### src/rtl/lc3b_types.sv
// Shared LC-3b types: memory line type plus the memory-port arbiter's state and owner enums.
package lc3b_types;

  localparam int LC3B_LINE_W = 128;

  typedef logic [LC3B_LINE_W-1:0] lc3b_line;

  typedef enum logic [1:0] {
    IDLE   = 2'd0,
    BUSY_I = 2'd1,
    BUSY_D = 2'd2
  } mem_arb_state_t;

  typedef enum logic {
    OWN_I = 1'b0,
    OWN_D = 1'b1
  } mem_arb_owner_t;

endpackage

### src/rtl/mem_port_arbiter_pick.sv
// Combinational grant policy for the memory-port arbiter; D wins ties unless
// MEM_ARB_ROUND_ROBIN_EN is defined, in which case the side that did not own last wins.
module mem_arb_pick
  import lc3b_types::*;
(
  input  logic i_req_i,
  input  logic d_req_i,
  input  logic last_owner_i,
  output logic grant_i_o,
  output logic grant_d_o
);

  always_comb begin
    grant_i_o = 1'b0;
    grant_d_o = 1'b0;
    if (i_req_i && d_req_i) begin
`ifdef MEM_ARB_ROUND_ROBIN_EN
      if (last_owner_i == OWN_D) begin
        grant_i_o = 1'b1;
      end else begin
        grant_d_o = 1'b1;
      end
`else
      // D is the older instruction in the pipeline, so it goes first.
      grant_d_o = 1'b1;
`endif
    end else begin
      grant_i_o = i_req_i;
      grant_d_o = d_req_i;
    end
  end

`ifndef MEM_ARB_ROUND_ROBIN_EN
  logic unused_last_owner;
  assign unused_last_owner = last_owner_i;
`endif

endmodule

### src/rtl/mem_port_arbiter.sv
// Shares the single memory port between I-cache and D-cache; grants, latches the command,
// routes mem_resp to the owner. MEM_ARB_ROUND_ROBIN_EN enables alternating tie-break.
module mem_port_arbiter
  import lc3b_types::*;
#(
  parameter int ADDR_W = 16,
  parameter int LINE_W = 128
) (
  input  logic              clk,
  input  logic              reset,
  input  logic              i_read,
  input  logic [ADDR_W-1:0] i_address,
  output logic [LINE_W-1:0] i_rdata,
  output logic              i_resp,
  input  logic              d_read,
  input  logic              d_write,
  input  logic [ADDR_W-1:0] d_address,
  input  logic [LINE_W-1:0] d_wdata,
  output logic [LINE_W-1:0] d_rdata,
  output logic              d_resp,
  output logic              mem_read,
  output logic              mem_write,
  output logic [ADDR_W-1:0] mem_address,
  output logic [LINE_W-1:0] mem_wdata,
  input  logic [LINE_W-1:0] mem_rdata,
  input  logic              mem_resp,
  output logic [1:0]        dbg_state
);

  // Handshake: a requester holds read/write high until its *_resp pulses for one
  // cycle; mem_read/mem_write stay high from grant until the edge where mem_resp=1.

  mem_arb_state_t    state_q;
  logic              mem_read_q;
  logic              mem_write_q;
  logic [ADDR_W-1:0] mem_address_q;
  logic [LINE_W-1:0] mem_wdata_q;

  logic i_req;
  logic d_req;
  logic grant_i;
  logic grant_d;
  logic last_owner;

  assign i_req = i_read;
  assign d_req = d_read | d_write;

`ifdef MEM_ARB_ROUND_ROBIN_EN
  mem_arb_owner_t last_owner_q;

  always_ff @(posedge clk or posedge reset) begin
    if (reset) begin
      last_owner_q <= OWN_D;
    end else if (state_q == IDLE && (grant_i || grant_d)) begin
      last_owner_q <= grant_d ? OWN_D : OWN_I;
    end
  end

  assign last_owner = last_owner_q;
`else
  assign last_owner = OWN_D;
`endif

  mem_arb_pick u_pick (
    .i_req_i      (i_req),
    .d_req_i      (d_req),
    .last_owner_i (last_owner),
    .grant_i_o    (grant_i),
    .grant_d_o    (grant_d)
  );

  always_ff @(posedge clk or posedge reset) begin
    if (reset) begin
      state_q       <= IDLE;
      mem_read_q    <= 1'b0;
      mem_write_q   <= 1'b0;
      mem_address_q <= '0;
      mem_wdata_q   <= '0;
    end else begin
      case (state_q)
        IDLE: begin
          if (grant_d) begin
            // A simultaneous read+write from D is resolved as a write.
            state_q       <= BUSY_D;
            mem_write_q   <= d_write;
            mem_read_q    <= d_read & ~d_write;
            mem_address_q <= d_address;
            mem_wdata_q   <= d_wdata;
          end else if (grant_i) begin
            state_q       <= BUSY_I;
            mem_read_q    <= 1'b1;
            mem_write_q   <= 1'b0;
            mem_address_q <= i_address;
          end else begin
            mem_read_q  <= 1'b0;
            mem_write_q <= 1'b0;
          end
        end
        BUSY_I, BUSY_D: begin
          if (mem_resp) begin
            state_q     <= IDLE;
            mem_read_q  <= 1'b0;
            mem_write_q <= 1'b0;
          end
        end
        default: begin
          state_q     <= IDLE;
          mem_read_q  <= 1'b0;
          mem_write_q <= 1'b0;
        end
      endcase
    end
  end

  assign mem_read    = mem_read_q;
  assign mem_write   = mem_write_q;
  assign mem_address = mem_address_q;
  assign mem_wdata   = mem_wdata_q;

  // A mem_resp seen in IDLE belongs to nobody and is dropped here.
  assign i_resp  = (state_q == BUSY_I) && mem_resp;
  assign d_resp  = (state_q == BUSY_D) && mem_resp;
  assign i_rdata = mem_rdata;
  assign d_rdata = mem_rdata;

  assign dbg_state = state_q;

  a_d_rw_exclusive : assert property (@(posedge clk) disable iff (reset) !(d_read && d_write))
    else $warning("mem_port_arbiter: d_read and d_write both high, handled as write");

endmodule

### config.mk
export PLATFORM = sky130hd
export DESIGN_NAME = mem_port_arbiter
export DESIGN_NICKNAME = d
export VERILOG_FILES = /design/src/rtl/lc3b_types.sv /design/src/rtl/mem_port_arbiter_pick.sv /design/src/rtl/mem_port_arbiter.sv
export SDC_FILE = /design/constraint.sdc
export NUM_CORES = 1
export LEC_CHECK = 0
export CORE_AREA = 2 2 275 277
export DETAILED_ROUTE_END_ITERATION = 10
export DIE_AREA = 0 0 277 279
export HOLD_SLACK_MARGIN = 0.08
export PLACE_DENSITY = 0.46
export SLEW_MARGIN = 40
export SYNTH_ARGS = -nofsm -noshare
export SYNTH_HDL_FRONTEND = slang
export SYNTH_SLANG_ARGS = --single-unit
### constraint.sdc
create_clock -name clk -period 11.2 [get_ports clk]
set_input_delay 3.36 -clock clk [delete_from_list [all_inputs] [get_ports clk]]
set_output_delay 3.36 -clock clk [all_outputs]
set_load 0.02 [all_outputs]
==> results.sh, run 1 <==
export IMPL_run_status="finished clean"
export IMPL_nNetsFinal=987
export IMPL_total_power_mw=3.116
export IMPL_hpwl_um=18580
export IMPL_path_max_fanout=3
export IMPL_cts_resized_gates=0
export IMPL_cp_cell_sequence="clkdlybuf4s50_1 -> and2_1 -> clkdlybuf4s50_1"
export IMPL_drc=0
export IMPL_worst_slew_pin_slew_ps=771.9
export IMPL_vias=4441
export IMPL_crit_arrival_ps=4660
export IMPL_grt_pass1_wl_um=35600
export IMPL_synth_largest_area_cell="dfrtp_1"
export IMPL_yosys_cell_types_count=19
export IMPL_yosys_top_cells_count="buf_4, dfrtp_1, mux2_2, nand2_1, o21ai_0"
export IMPL_max_freq_mhz=124.7
export IMPL_drive_gt1_frac=0.2418
export IMPL_multi_input_area_mm2=0.001907
export IMPL_viasPerCell=2.655
export IMPL_first_pass_iters=4
export IMPL_post_cts_buffers=0
export IMPL_grtUsageTotal=0.06535
export IMPL_yosys_area_top_type_share=0.4817
export IMPL_cap_violations=0
export IMPL_port_buffers=315
export IMPL_synth_edf_count=0
export IMPL_grtUsageMet1=0.06872
export IMPL_p_per_area_mw_per_mm2=293.3
export IMPL_routed_wl_um=24860
export IMPL_cts_hold_buf=0
export IMPL_synthFlopType="dfrtp_1"
export IMPL_clk_latency_ps=470
export IMPL_antenna_found_initial=3
export IMPL_dp_cells=1640
export IMPL_ant_nets=0
export IMPL_root_buffer="clkbuf_16"
export IMPL_synth_fa_ha_area_frac=0.004882
export IMPL_synthTopCellsByArea="dfrtp_1, buf_4, mux2_2, mux2i_1, buf_6"
export IMPL_crit_type="input port to output port"
export IMPL_initial_core_util=0.1038
export IMPL_grt_overflow_total=0
export IMPL_synth_mux_area_frac=0.2083
export IMPL_finalHoldViolations=0
export IMPL_path_buf_inv=2
export IMPL_drv_slew=0
export IMPL_setup_viol=0
export IMPL_fin_crit_ps=8021
export IMPL_max_stage_delay_ps=630
export IMPL_hold_class="flop to flop"
export IMPL_netlist_area_mm2=0.007689
export IMPL_rows=100
export IMPL_drt_iter0_markers=113
export IMPL_synth_warnings=0
export IMPL_synth_top_family_by_area="buffers and inverters"
export IMPL_grt_pass1_vias=5140
export IMPL_synth_seq_area_share=0.4817
export IMPL_final_cells=1673
export IMPL_yosysMostFrequentCell="buf_4"
export IMPL_die_w_um=277
export IMPL_finalWeightedCongestion=0.6793
export IMPL_core_area_mm2=0.07407
export IMPL_numCtsBuffers=17
export IMPL_clock_skew_ps=14.36
export IMPL_cp_data_required_time_ps=7840
export IMPL_critPathSlowestCell="clkdlybuf4s50_1"
export IMPL_cts_tree="done"
export IMPL_place_area_mm2=0.01005
export IMPL_start_kind="input port"
export IMPL_ir_drop_v=0.0001206
export IMPL_final_design_area_no_fill_mm2=0.01063
export IMPL_fin_crit_sh=0.7162
export IMPL_timing_hold_ws_ps=478.8
export IMPL_met3_usage=0.03749
export IMPL_die_area_mm2=0.07728
export IMPL_crit_top_cell="clkdlybuf4s50_1"
export IMPL_clock_sinks=148
export IMPL_cts_buffer_depth=2
export IMPL_netlist_instances=624
export IMPL_grtUsageMet2=0.09103
export IMPL_area_delta_synth_final_pct=38.19
export IMPL_synth_avg_cell_area_um2=12.32
export IMPL_syn_nets=921
export IMPL_crit_path_end_kind="output port"
export IMPL_regArea_mm2=0.003704
export IMPL_synth_xor_area_frac=0
export IMPL_power_leakage_nw=3.987
export IMPL_pin_count=700
export IMPL_die_h_um=279
export IMPL_wl_per_cell_um=14.86
export IMPL_ys_ff_latch=148
export IMPL_yosys_area_share_simple=0.01481
export IMPL_grt_start_max_net_pins=60
export IMPL_crit_family="buffers and inverters"
export IMPL_relSlewSlack=0.4854
export IMPL_postSynth_asyncResetShare=1.000
export IMPL_finalSetupTns_ps=0
export IMPL_rsz0062_at_grt="false"
export IMPL_htree_levels=4
export IMPL_top_usage_layer="met2"
export IMPL_clk_pin_slew_ps=60
export IMPL_nFillCells=8300
export IMPL_synth_compound_area_frac=0.01676
[final timing paths]
path                                            start                          to  slack [ps]  cells after the start
max reg2reg                  dbg_state[0]$_DFFE_PP0P_   mem_wdata[67]$_DFFE_PP0P_        8530                      6
min in group asynchronous                       reset   mem_wdata[86]$_DFFE_PP0P_        3260                      2
max                                          mem_resp                      i_resp        3180                      3
min                        mem_address[8]$_DFFE_PP0P_  mem_address[8]$_DFFE_PP0P_         480                      2
max in group asynchronous                       reset   mem_wdata[54]$_DFFE_PP0P_        7010                      3
min reg2reg                mem_address[8]$_DFFE_PP0P_  mem_address[8]$_DFFE_PP0P_         480                      2
[registers in the layout, indices dropped and copies added, names as in the netlist]
signal and count:
mem_wdata 128, mem_address 16, dbg_state 2, mem_write 1, mem_read 1
[where the power goes]
part | switching (mW) | total (mW) | internal [mW]
sequential | 0.142 | 0.953 | 0.811
clock | 0.273 | 0.588 | 0.315
combinational | 0.758 | 1.57 | 0.816
[placed cells by master (no fill, tap or decap), types with 2 or more instances in the layout]
cell type | Yosys | routed
clkdlybuf4s50_1 | 0 | 315
dfrtp_1 | 148 | 148
mux2_2 | 128 | 128
nand2_1 | 19 | 19
o21ai_0 | 19 | 19
clkbuf_16 | 0 | 17
mux2i_1 | 16 | 16
inv_6 | 0 | 5
buf_4 | 258 | 5
inv_1 | 4 | 3
a21oi_1 | 3 | 3
ha_1 | 3 | 3
clkinv_2 | 0 | 3
and2_1 | 2 | 2
nor2b_1 | 2 | 2
clkinv_4 | 0 | 2
clkinvlp_4 | 0 | 2
buf_6 | 11 | 2
[cells by family (layout without fill, tap and decap cells)]
family                   count (synthesis)  count (layout)
AO/OA/AOI/OAI                           25              25
multiplexers                           144             144
AND/OR/NAND/NOR                         25              25
other                                    0               1
adder cells (fa/ha/maj)                  3               3
buffers and inverters                  279             358
flip-flops                             148             148
[metal layers]
layer  vias up  share of wire
li1       1931              -
met1      2051           0.38
met2       338           0.42
met3       121           0.13
met4         0          0.071
met5         -              0
[area by class of cell]
| type | instances | share of cell area |
|---|---|---|
| sequential | 148 | 0.3486 |
| timing repair buffer | 322 | 0.3024 |
| multi-input combinational | 197 | 0.1795 |
| tap | 969 | 0.1141 |
| clock buffer | 19 | 0.04169 |
| clock inverter | 13 | 0.01166 |
| inverter | 4 | 0.001884 |
| antenna | 1 | 0.0002355 |
[through the flow]
stage	util	setup WS, ps
3_5_place_dp	0.1357	3191
6_report	0.1434	3179
2_1_floorplan	-	3860
5_1_grt	0.1434	3151
4_1_cts	0.1434	3180
3_3_place_gp	0.1355	3211
[tightest hold or removal path: cells and delay by family, from the launching register on]
family / cells / cell delay (ps)
flip-flops: 1 / 340
AO/OA/AOI/OAI: 1 / 60
AND/OR/NAND/NOR: 1 / 40
Note: power is estimated with default switching activity, not from simulation.
==> run 2: changes to the inputs <==
--- a/config.mk
+++ b/config.mk
@@ -5,11 +5,11 @@
 export SDC_FILE = /design/constraint.sdc
 export NUM_CORES = 1
 export LEC_CHECK = 0
-export CORE_AREA = 2 2 275 277
+export CORE_AREA = 2 2 269 271
 export DETAILED_ROUTE_END_ITERATION = 10
-export DIE_AREA = 0 0 277 279
+export DIE_AREA = 0 0 271 273
 export HOLD_SLACK_MARGIN = 0.08
-export PLACE_DENSITY = 0.46
+export PLACE_DENSITY = 0.48
 export SLEW_MARGIN = 40
 export SYNTH_ARGS = -nofsm -noshare
 export SYNTH_HDL_FRONTEND = slang
==> constraint.sdc (replaced) <==
create_clock -name clk -period 6.5 [get_ports clk]
set_input_delay 1.95 -clock clk [delete_from_list [all_inputs] [get_ports clk]]
set_output_delay 1.95 -clock clk [all_outputs]
set_load 0.02 [all_outputs]
==> run 2 against run 1 <==
- clock skew is 1.6 ps higher
- clock power is 69% higher
- flip-flop and latch count stayed put
- core utilization is 0.57 points higher
- first-iteration DRC count is 47% lower
- highest routed layer unchanged
- die area is 4.3% lower
- non-clock buffer count is 2 lower
==> results.sh, run 2 (synthesis results as in run 1) <==
export IMPL_critPathSlowestCell="clkdlybuf4s50_1"
export IMPL_relSlewSlack=0.5694
export IMPL_clk_latency_ps=470
export IMPL_diodes=0
export IMPL_dp_cells=1619
export IMPL_start_kind="input port"
export IMPL_place_area_mm2=0.01003
export IMPL_ir_drop_v=0.0002027
export IMPL_drt_iter0_markers=60
export IMPL_fin_crit_sh=0.7947
export IMPL_rrSetupSlack_ps=4060
export IMPL_htree_levels=4
export IMPL_critPathLaunch="mem_resp"
export IMPL_rows=98
export IMPL_numCtsBuffers=17
export IMPL_core_area_mm2=0.07100
export IMPL_power_frac_comb=0.502
export IMPL_finalWeightedCongestion=0.6939
export IMPL_die_area_mm2=0.07398
export IMPL_setup_viol=0
export IMPL_fin_crit_ps=5166
export IMPL_die_w_um=271
export IMPL_cts_tree="done"
export IMPL_cp_cell_sequence="clkdlybuf4s50_1 -> and2_1 -> clkdlybuf4s50_1"
export IMPL_run_status="finished clean"
export IMPL_p_sw_mw=1.962
export IMPL_die_h_um=273
export IMPL_grt_start_max_net_pins=76
export IMPL_crit_type="input port to output port"
export IMPL_first_pass_iters=4
export IMPL_clock_sinks=148
export IMPL_timing_hold_ws_ps=480.0
export IMPL_p_clk_frac=0.187
export IMPL_reg2reg_to="mem_wdata[63]$_DFFE_PP0P_"
export IMPL_area_delta_synth_final_pct=37.71
export IMPL_antenna_found_initial=0
export IMPL_rsz0062_at_grt="false"
export IMPL_crit_arrival_ps=3220
export IMPL_viasPerCell=2.677
export IMPL_wl_per_cell_um=12.90
export IMPL_post_cts_buffers=0
export IMPL_layout_common_cells="clkdlybuf4s50_1, dfrtp_1, mux2_2"
export IMPL_worst_slack_ps=1335
export IMPL_grt_pass1_wl_um=31170
export IMPL_largest_register_ffs=128
export IMPL_routed_wl_um=21290
export IMPL_drv_slew=0
export IMPL_p_per_area_mw_per_mm2=499.9
export IMPL_cap_violations=0
export IMPL_cp_data_required_time_ps=4550
export IMPL_drc=0
export IMPL_internal_power_mw=3.330
export IMPL_nNetsFinal=985
export IMPL_final_design_area_no_fill_mm2=0.01059
export IMPL_grt_pass1_vias=4944
export IMPL_r2r_start="dbg_state[0]$_DFFE_PP0P_"
export IMPL_pin_count=700
export IMPL_finalHoldViolations=0
export IMPL_final_util=0.1491
export IMPL_final_common_cell="clkdlybuf4s50_1"
export IMPL_min_to="mem_read$_DFFE_PP0P_"
export IMPL_worst_slew_pin_slew_ps=644.4
export IMPL_vias=4417
export IMPL_grt_overflow_total=0
export IMPL_max_stage_delay_ps=610
export IMPL_cts_buffer_depth=2
export IMPL_switching_share=0.3708
export IMPL_crit_top_cell="clkdlybuf4s50_1"
export IMPL_seqPwrFrac=0.311
export IMPL_initial_core_util=0.1083
export IMPL_drive_gt1_frac=0.2400
export IMPL_dp_slack_ps=1335
export IMPL_hold_class="flop to flop"
export IMPL_ant_nets=0
export IMPL_path_max_fanout=3
export IMPL_cts_resized_gates=0
export IMPL_reg2reg_depth=6
export IMPL_crit_path_end_kind="output port"
export IMPL_min_path_cells=2
export IMPL_hpwl_um=15870
export IMPL_grtUsageTotal=0.05823
export IMPL_clock_skew_ps=15.97
export IMPL_min_from="mem_read$_DFFE_PP0P_"
export IMPL_finalSetupTns_ps=0
export IMPL_final_cells=1650
export IMPL_cts_hold_buf=0
export IMPL_port_buffers=315
export IMPL_total_power_mw=5.293
export IMPL_max_freq_mhz=193.6
export IMPL_clk_pin_slew_ps=60
export IMPL_power_leakage_nw=3.971
export IMPL_root_buffer="clkbuf_16"
run 2: cell types whose count changed in the layout (fill, tap and decap cells not counted), sizes merged:
cell      delta
clkinvlp     +2
inv          -1
diode        -1
buf          -2
clkbuf       -2
run 2: area by class of cell:
cell class / count / area [µm²]
fill: 7864 / 60410
clock inverter: 14 / 130.1
inverter: 4 / 22.52
multi-input combinational: 197 / 1907
timing repair buffer: 320 / 3211
clock buffer: 17 / 425.4
tap: 950 / 1189
sequential: 148 / 3704
run 2: worst max-delay path by stage:
stage / end / slack [ps] / cells after the start
floorplan: dbg_state[0]$_DFFE_PP0P_ / 570 / 1
global placement: d_resp / 1340 / 3
detailed placement: d_resp / 1340 / 3
CTS: d_resp / 1320 / 3
global route: d_resp / 1280 / 3
finish: d_resp / 1330 / 3
run 2: power by group through the flow:
stage                     Combinational [mW]  Sequential, mW  Clock, mW
after global routing                    2.83            1.71       1.09
after detailed placement                2.71            1.66          0
after floorplan                         1.11            2.22          0
final                                   2.66            1.65      0.992
after global placement                  2.69            1.64          0
after CTS                               2.71            1.65       1.06
run 2: worst max-delay path, delay by kind of cell:
family        cells  cell delay, ps
buf+inv           2            1120
simple gates      1             150
run 2: metal layers:
layer / vias up / part of all wire / track usage
met5: - / 0 / 0
met4: 0 / 0.070 / 0.05554
met3: 133 / 0.13 / 0.03664
met2: 320 / 0.45 / 0.08649
met1: 2037 / 0.35 / 0.05473
li1: 1927 / - / -
==> run 3: changes to the inputs <==
--- a/config.mk
+++ b/config.mk
@@ -5,11 +5,11 @@
 export SDC_FILE = /design/constraint.sdc
 export NUM_CORES = 1
 export LEC_CHECK = 0
-export CORE_AREA = 2 2 269 271
+export CORE_AREA = 2 2 275 277
 export DETAILED_ROUTE_END_ITERATION = 10
-export DIE_AREA = 0 0 271 273
+export DIE_AREA = 0 0 277 279
 export HOLD_SLACK_MARGIN = 0.08
-export PLACE_DENSITY = 0.48
+export PLACE_DENSITY = 0.46
 export SLEW_MARGIN = 40
 export SYNTH_ARGS = -nofsm -noshare
 export SYNTH_HDL_FRONTEND = slang
==> constraint.sdc (replaced) <==
create_clock -name clk -period 5.4 [get_ports clk]
set_input_delay 1.62 -clock clk [delete_from_list [all_inputs] [get_ports clk]]
set_output_delay 1.62 -clock clk [all_outputs]
set_load 0.02 [all_outputs]
==> run 3 against run 2 <==
- core utilization fell by 0.52 points
- critical path depth did not move
- routed wire length rose by 12%
- critical path type unchanged
- global-route usage rose by 0.42 points
- sequential power rose by 20%
- clock power rose by 20%
- clock skew rose by 1.9 ps
==> results.sh, run 3 (synthesis results as in run 1) <==
export IMPL_clk_pin_slew_ps=70
export IMPL_reg2reg_depth=5
export IMPL_crit_type="input port to output port"
export IMPL_ir_drop_v=0.0002132
export IMPL_viasPerCell=2.667
export IMPL_cts_resized_gates=0
export IMPL_vias=4459
export IMPL_routed_wl_um=23900
export IMPL_timing_hold_ws_ps=480.5
export IMPL_nFillCells=8301
export IMPL_cp_cell_sequence="clkdlybuf4s50_1 -> and2_1 -> clkdlybuf4s50_1"
export IMPL_antenna_found_initial=4
export IMPL_final_util=0.1439
export IMPL_grt_start_max_net_pins=87
export IMPL_worst_slack_ps=920.1
export IMPL_largest_register_ffs=128
export IMPL_final_common_cell="clkdlybuf4s50_1"
export IMPL_grtUsageTotal=0.06244
export IMPL_clock_sinks=148
export IMPL_port_buffers=315
export IMPL_cts_hold_buf=0
export IMPL_drt_iter0_markers=52
export IMPL_max_stage_delay_ps=600
export IMPL_cts_tree="done"
export IMPL_crit_family="buffers and inverters"
export IMPL_rows=100
export IMPL_clock_skew_ps=17.82
export IMPL_crit_arrival_ps=2860
export IMPL_dp_slack_ps=920.6
export IMPL_ant_nets=0
export IMPL_fin_crit_ps=4480
export IMPL_p_per_area_mw_per_mm2=602.4
export IMPL_finalHoldViolations=0
export IMPL_rsz0062_at_grt="false"
export IMPL_drc=0
export IMPL_rrSetupSlack_ps=3340
export IMPL_grt_overflow_total=0
export IMPL_crit_top_cell="clkdlybuf4s50_1"
export IMPL_finalWeightedCongestion=0.7044
export IMPL_final_cells=1672
export IMPL_run_status="finished clean"
export IMPL_grt_pass1_vias=5018
export IMPL_area_delta_synth_final_pct=38.65
export IMPL_cp_data_required_time_ps=3780
export IMPL_worst_slew_pin_slew_ps=659.0
export IMPL_dp_cells=1639
export IMPL_reg2reg_to="mem_wdata[81]$_DFFE_PP0P_"
export IMPL_final_design_area_no_fill_mm2=0.01066
export IMPL_post_cts_buffers=0
export IMPL_die_w_um=277
export IMPL_nNetsFinal=986
export IMPL_relSlewSlack=0.5596
export IMPL_hpwl_um=18100
export IMPL_clk_latency_ps=470
export IMPL_min_path_cells=2
export IMPL_fin_crit_sh=0.8296
export IMPL_path_buf_inv=2
export IMPL_root_buffer="clkbuf_16"
export IMPL_initial_core_util=0.1038
export IMPL_pin_count=700
export IMPL_core_area_mm2=0.07407
export IMPL_setup_viol=0
export IMPL_start_kind="input port"
export IMPL_layout_common_cells="clkdlybuf4s50_1, dfrtp_1, mux2_2"
export IMPL_finalSetupTns_ps=0
export IMPL_critPathLaunch="mem_resp"
export IMPL_grt_pass1_wl_um=34450
export IMPL_crit_path_end_kind="output port"
export IMPL_cap_violations=0
export IMPL_r2r_start="dbg_state[0]$_DFFE_PP0P_"
export IMPL_path_max_fanout=3
export IMPL_numCtsBuffers=17
export IMPL_drv_slew=0
export IMPL_critPathSlowestCell="clkdlybuf4s50_1"
export IMPL_max_freq_mhz=223.2
export IMPL_min_to="mem_address[1]$_DFFE_PP0P_"
export IMPL_cts_buffer_depth=2
export IMPL_first_pass_iters=4
export IMPL_min_from="mem_address[1]$_DFFE_PP0P_"
export IMPL_hold_class="flop to flop"
export IMPL_total_power_mw=6.422
export IMPL_wl_per_cell_um=14.29
export IMPL_power_leakage_nw=3.989
export IMPL_die_area_mm2=0.07728
export IMPL_htree_levels=4
export IMPL_place_area_mm2=0.01010
export IMPL_die_h_um=279
export IMPL_drive_gt1_frac=0.2422
-- run 3: layer usage --
metal,global-route usage,wire (µm),vias to the layer above
met5,0,36,-
met4,0.05560,1627,6
met3,0.03774,3039,120
met2,0.09625,11080,327
met1,0.05829,8115,2079
li1,-,-,1927
-- run 3: worst max path at each step --
stage | slack, ps | cells after the start | endpoint
after floorplan | 1920 | 1 | dbg_state[0]$_DFFE_PP0P_
after global placement | 920 | 3 | d_resp
after detailed placement | 920 | 3 | i_resp
after CTS | 920 | 3 | i_resp
after global routing | 890 | 3 | d_resp
final | 920 | 3 | i_resp
-- run 3: where the power goes --
group / leakage [nW] / switching (mW) / internal [mW]
clock: 0.267 / 0.579 / 0.612
combinational: 1.98 / 1.54 / 1.71
sequential: 1.74 / 0.294 / 1.68
total: 3.99 / 2.42 / 4.01
-- run 3: cell type report --
type,count,area (µm²),area share
multi-input cells,197,1907,0.1789
well taps,969,1212,0.1137
clock buffers,18,439.2,0.04120
inverters,4,18.77,0.001761
repair buffers,321,3259,0.3058
flip-flops and latches,148,3704,0.3474
diodes,1,2.502,0.0002347
clock inverters,14,117.6,0.01103
-- run 3: tightest hold or removal path, delay by kind of cell, from the launching register on --
kind	cells	cell delay, ps
flops	1	340
compound gates	1	60
simple gates	1	40
